==> config.mk <==
export PLATFORM = sky130hd
export DESIGN_NAME = rs5_machine_timer
export DESIGN_NICKNAME = d
export VERILOG_FILES = /design/src/rtl/rs5_machine_timer.sv
export SDC_FILE = /design/constraint.sdc
export NUM_CORES = 1
export LEC_CHECK = 0
export ABC_CLOCK_PERIOD_IN_PS = 2540
export CAP_MARGIN = 20
export CORE_MARGIN = 8
export CORE_UTILIZATION = 54
export CTS_BUF_LIST = sky130_fd_sc_hd__clkbuf_4 sky130_fd_sc_hd__clkbuf_8
export DETAILED_ROUTE_END_ITERATION = 6
export HOLD_SLACK_MARGIN = 0.12
export PLACE_DENSITY_LB_ADDON = 0.25
export SLEW_MARGIN = 0
export SYNTH_ARGS = -nofsm -noshare
export SYNTH_HDL_FRONTEND = slang
export SYNTH_SLANG_ARGS = --single-unit
==> constraint.sdc <==
create_clock -name clk -period 2.54 [get_ports clk]
set_clock_uncertainty 0.2 [all_clocks]
set_input_delay 0.635 -clock clk [delete_from_list [all_inputs] [get_ports clk]]
set_output_delay 0.635 -clock clk [all_outputs]
set_load 0.005 [all_outputs]
==> src/rtl/rs5_machine_timer.sv <==
// Memory-mapped machine timer (mtime/mtimecmp) and software interrupt (msip)
// responder for the RS5 data-memory bus; drives the core's MTI and MSI request lines.
module rs5_machine_timer #(
    parameter int unsigned TICK_DIV  = 1,
    parameter logic [31:0] BASE_ADDR = 32'h0800_0000
) (
    input  logic        clk,
    input  logic        reset_n,
    input  logic        enable_i,
    input  logic [3:0]  write_enable_i,
    input  logic [31:0] addr_i,
    input  logic [31:0] data_i,
    output logic [31:0] data_o,
    output logic        mti_o,
    output logic        msi_o
);

    localparam int PW = (TICK_DIV > 1) ? $clog2(TICK_DIV) : 1;

    logic [PW-1:0] prescaler_reg;
    logic          tick;
    logic [63:0]   mtime_reg, mtime_next;
    logic [63:0]   mtimecmp_reg, mtimecmp_next;
    logic          msip_reg, msip_next;
    logic [31:0]   rdata;
    logic          hit, wr;
    logic [9:0]    word;
    logic          sel_msip, sel_cmp_lo, sel_cmp_hi, sel_time_lo, sel_time_hi;
    logic [31:0]   wr_cmp_lo, wr_cmp_hi, wr_time_lo, wr_time_hi;

    // With TICK_DIV = 1 the prescaler never leaves 0, so tick is constantly 1.
    assign tick = (prescaler_reg == PW'(TICK_DIV - 1));

    assign hit         = enable_i && (addr_i[31:12] == BASE_ADDR[31:12]);
    assign wr          = hit && (write_enable_i != 4'b0000);
    assign word        = addr_i[11:2];
    assign sel_msip    = (word == 10'h000);
    assign sel_cmp_lo  = (word == 10'h002);
    assign sel_cmp_hi  = (word == 10'h003);
    assign sel_time_lo = (word == 10'h004);
    assign sel_time_hi = (word == 10'h005);

    // Byte-lane merge of write data over the current register contents.
    genvar gi;
    generate
        for (gi = 0; gi < 4; gi++) begin : g_lane
            assign wr_cmp_lo[gi*8 +: 8]  = write_enable_i[gi] ? data_i[gi*8 +: 8] : mtimecmp_reg[gi*8 +: 8];
            assign wr_cmp_hi[gi*8 +: 8]  = write_enable_i[gi] ? data_i[gi*8 +: 8] : mtimecmp_reg[32 + gi*8 +: 8];
            assign wr_time_lo[gi*8 +: 8] = write_enable_i[gi] ? data_i[gi*8 +: 8] : mtime_reg[gi*8 +: 8];
            assign wr_time_hi[gi*8 +: 8] = write_enable_i[gi] ? data_i[gi*8 +: 8] : mtime_reg[32 + gi*8 +: 8];
        end
    endgenerate

    always_comb begin
        mtime_next    = mtime_reg;
        mtimecmp_next = mtimecmp_reg;
        msip_next     = msip_reg;
        // A software write to either mtime word swallows that cycle's increment.
        if (wr && sel_time_lo) begin
            mtime_next[31:0] = wr_time_lo;
        end else if (wr && sel_time_hi) begin
            mtime_next[63:32] = wr_time_hi;
        end else if (tick) begin
            mtime_next = mtime_reg + 64'd1;
        end
        if (wr && sel_cmp_lo) mtimecmp_next[31:0]  = wr_cmp_lo;
        if (wr && sel_cmp_hi) mtimecmp_next[63:32] = wr_cmp_hi;
        if (wr && sel_msip && write_enable_i[0]) msip_next = data_i[0];
    end

    always_comb begin
        rdata = 32'h0;
        if (hit) begin
            if (sel_msip)    rdata = {31'h0, msip_reg};
            if (sel_cmp_lo)  rdata = mtimecmp_reg[31:0];
            if (sel_cmp_hi)  rdata = mtimecmp_reg[63:32];
            if (sel_time_lo) rdata = mtime_reg[31:0];
            if (sel_time_hi) rdata = mtime_reg[63:32];
        end
    end

    always_ff @(posedge clk or negedge reset_n) begin
        if (!reset_n) begin
            prescaler_reg <= '0;
            mtime_reg     <= 64'h0;
            mtimecmp_reg  <= 64'hFFFF_FFFF_FFFF_FFFF;
            msip_reg      <= 1'b0;
            data_o        <= 32'h0;
            mti_o         <= 1'b0;
        end else begin
            prescaler_reg <= tick ? '0 : prescaler_reg + 1'b1;
            mtime_reg     <= mtime_next;
            mtimecmp_reg  <= mtimecmp_next;
            msip_reg      <= msip_next;
            mti_o         <= (mtime_reg >= mtimecmp_reg);
            if (enable_i) data_o <= rdata;
        end
    end

    assign msi_o = msip_reg;

endmodule

==> impl_metrics.env <==
export IMPL_tightest_slew_ns=0.508
export IMPL_cp_depth=10
export IMPL_nets=1626
export IMPL_worst_ep_required_time_ns=2.73
export IMPL_rsz0062_at_grt="true"
export IMPL_cp_arrival_ns=2.77
export IMPL_critPathKind="in2reg"
export IMPL_drive_above_1_share_pct=33.3
export IMPL_violations="setup timing"
export IMPL_dp_slack_ns=-0.771
export IMPL_seq_area_frac_synth_pct=38.6
export IMPL_cp_common_cell="a21oi_1"
export IMPL_ys_ff_latch=162
export IMPL_yosys_area_share_xor_xnor_pct=0.327
export IMPL_synthAdderAreaFrac_pct=7.60
export IMPL_cpMaxStageDelayCell="or4_4"
export IMPL_drt_pass1_iterations=6
export IMPL_p_leak_nw=6.16
export IMPL_syn_area_um2=10700
export IMPL_crit_path_start_kind="input pin"
export IMPL_synth_top_family_by_area="simple AND/OR/NAND/NOR gates"
export IMPL_syn_to_final_growth_pct=38.3
export IMPL_cp_max_fo=9
export IMPL_cts_root_buf="clkbuf_8"
export IMPL_clkSlewWorstSetupHoldPaths_ns=0.10
export IMPL_io_pins=105
export IMPL_min_path_type="reg2reg"
export IMPL_first_global_vias=11300
export IMPL_crit_path_end_kind="register"
export IMPL_final_hold_viol_count=0
export IMPL_die_x_um=157
export IMPL_yosysUniqueCellTypes=69
export IMPL_grt_pass1_wl_um=62000
export IMPL_start_util_pct=55.0
export IMPL_overflow=0
export IMPL_routed_wirelength_um=41100
export IMPL_path_cells="dlygate4sd2_1 -> or4_4 -> nor4_4 -> buf_4 -> nand4_1 -> buf_6 -> buf_12 -> o31ai_1 -> a21oi_1 -> a21oi_1"
export IMPL_status="complete, but fails checks"
export IMPL_rows=51
export IMPL_layout_cells_non_filler=1768
export IMPL_design_die_area_um2=24600
export IMPL_synth_mux_area_share_pct=7.66
export IMPL_clock_path_buffers=2
export IMPL_dp_cells=1704
export IMPL_setup_viol_count_final=4
export IMPL_synthSimpleGateAreaFrac_pct=19.9
export IMPL_fmax_mhz=387
export IMPL_wl_per_cell_um=23.2
export IMPL_fin_area_um2=14800
export IMPL_drv_slew=0
export IMPL_num_vias=11500
export IMPL_synth_edf_count=0
export IMPL_clkLatencyLatePin_ns=0.48
export IMPL_ir_drop_mv=0.301
export IMPL_min_period_ns=2.59
export IMPL_antenna_found_initial=0
export IMPL_worst_slack_ns=-0.0471
export IMPL_ff2ff_path_depth=8
export IMPL_dp_hpwl_um=29600
export IMPL_post_route_period_util_pct=102
export IMPL_maxSlewHeadroom_pct=66.0
export IMPL_drt_iter0_markers=1149
export IMPL_clock_sinks=162
export IMPL_syn_nets=1310
export IMPL_avgSynthCellArea_um2=9.11
export IMPL_synth_compound_area_share_pct=19.7
export IMPL_grt_usage_pct=32.7
export IMPL_final_core_util_pct=76.0
export IMPL_antenna_left=0
export IMPL_port_buffers=102
export IMPL_grt_max_degree=51
export IMPL_cpPeakStageDelay_ns=0.58
export IMPL_place_congestion=0.976
export IMPL_avgViaCountPerCell=6.50
export IMPL_power_density_nw_per_um2=335
export IMPL_die_h_um=157
export IMPL_ctsHtreeMaxLevel=4
export IMPL_path_buf_inv=4
export IMPL_finalPower_mw=4.95
export IMPL_synthFlopType="dfrtp_1"
export IMPL_post_route_drc_count=0
export IMPL_numCtsBuffers=17
export IMPL_path_delay_family="simple AND/OR/NAND/NOR gates"
export IMPL_ff2ff_setup_slack_ns=0.01
export IMPL_synthArstFlopShare_pct=100
export IMPL_cts_tree="built"
export IMPL_yosys_warnings=0
export IMPL_cap_violations=0
export IMPL_core_um2=19500
export IMPL_post_dp_cell_area_um2=13700
export IMPL_holdPathStages=2
export IMPL_synth_cells=1174
export IMPL_diodes=0
-- cell usage after synthesis (3+ instances only) --
| cell | count | area share (%) |
|---|---|---|
| a41oi_1 | 4 | 0.33 |
| o211ai_1 | 10 | 0.70 |
| mux2i_1 | 11 | 1.0 |
| or2_2 | 3 | 0.18 |
| nor4_2 | 4 | 0.47 |
| ha_1 | 65 | 7.6 |
| o21bai_1 | 4 | 0.28 |
| a22oi_1 | 3 | 0.21 |
| nor2_1 | 82 | 2.9 |
| a21o_1 | 10 | 0.70 |
| clkbuf_1 | 44 | 1.5 |
| a311oi_1 | 9 | 0.74 |
| o22ai_1 | 23 | 1.3 |
| nor3_1 | 26 | 1.2 |
| nand3_1 | 54 | 2.5 |
| nand2b_1 | 5 | 0.29 |
| or3_1 | 9 | 0.53 |
| a22o_1 | 14 | 1.1 |
| nor2b_1 | 9 | 0.53 |
| o21a_1 | 4 | 0.28 |
| inv_1 | 107 | 3.8 |
| or4_1 | 4 | 0.28 |
| nand2_1 | 88 | 3.1 |
| dfrtp_1 | 98 | 23 |
| xnor2_1 | 4 | 0.33 |
| mux2_2 | 63 | 6.6 |
| a221oi_1 | 35 | 2.9 |
| a31oi_1 | 4 | 0.23 |
| nor4_1 | 11 | 0.64 |
| a211oi_1 | 9 | 0.63 |
| o21ai_0 | 41 | 1.9 |
| nor3b_1 | 5 | 0.35 |
| a21oi_1 | 92 | 4.3 |
| nor4_4 | 6 | 1.2 |
| and3_1 | 18 | 1.1 |
| nand4_1 | 32 | 1.9 |
| and4_1 | 12 | 0.98 |
| o32ai_1 | 23 | 1.9 |
| o31ai_1 | 5 | 0.35 |
| buf_2 | 16 | 0.75 |
| and2_1 | 7 | 0.41 |
| dfstp_2 | 64 | 16 |
-- metrics by stage --
stage | hold WS [ns] | setup TNS (ns)
final | 0.299 | -0.0870
after global routing | 0.329 | -1.41
after CTS | 0.301 | -0.140
after detailed placement | 0.285 | -75.73
after global placement | 0.280 | -67.61
after floorplan | 0.139 | -0.407
-- final cells by class --
type / instances / area [µm²]
clock buffers: 24 / 293
well taps: 265 / 332
flip-flops and latches: 162 / 4140
fillers: 1415 / 4670
inverters: 107 / 402
clock inverters: 8 / 105
repair buffers: 359 / 3250
multi-input cells: 843 / 6280
-- cells in the final DEF, fill, tap and decap left out, types with 35 or more instances in the layout --
cell type and n:
a21oi_1 90, clkdlybuf4s50_1 80, dfrtp_1 95, nor2_1 80, dfstp_2 64, nand3_1 50
mux2_2 63, ha_1 61, nand2_1 84, inv_1 106, buf_4 226, o21ai_0 35
-- routing by layer --
metal	global-route usage, %	vias up	part of all wire (%)
met5	0	-	0
met3	8.11	186	11
met2	49.5	757	44
li1	-	5010	-
met4	18.2	0	5.9
met1	42.3	5539	39
-- logic make-up after synthesis --
| logic type | Yosys count |
|---|---|
| buf+inv | 169 |
| mux | 74 |
| fa+ha+maj | 65 |
| xor+xnor | 4 |
| flops | 162 |
| compound gates | 312 |
| simple gates | 388 |
-- worst min-delay path, stage by stage, from the launching register on --
cell     delay (ns)
dfstp_2        0.39
nand2_1        0.05
o21ai_0        0.07
-- final timing paths --
check	start	endpoint
max in group asynchronous	reset_n	mtimecmp_reg[52]
max	addr_i[6]	mtime_reg[34]
min	mtimecmp_reg[3]	mtimecmp_reg[3]
max reg2reg	mtimecmp_reg[37]	mti_o
min reg2reg	mtimecmp_reg[3]	mtimecmp_reg[3]
min in group asynchronous	reset_n	data_o[5]
-- report_power, final --
group / total, mW / switching (mW) / leakage [nW] / internal [mW]
Combinational: 0.370 / 0.216 / 4.09 / 0.154
Sequential: 2.58 / 0.0000159 / 1.87 / 2.58
Clock: 2.00 / 1.03 / 0.198 / 0.966
Total: 4.95 / 1.25 / 6.16 / 3.70
-- timing repair --
action,4_1_cts,5_1_grt
gates cloned,0,3
setup endpoints to repair,62,147
hold endpoints to repair,22,0
buffers inserted,9,19
resized for setup,33,79
hold buffers,1,0
pin swaps,16,39
Power figures use the tool's default switching activity.
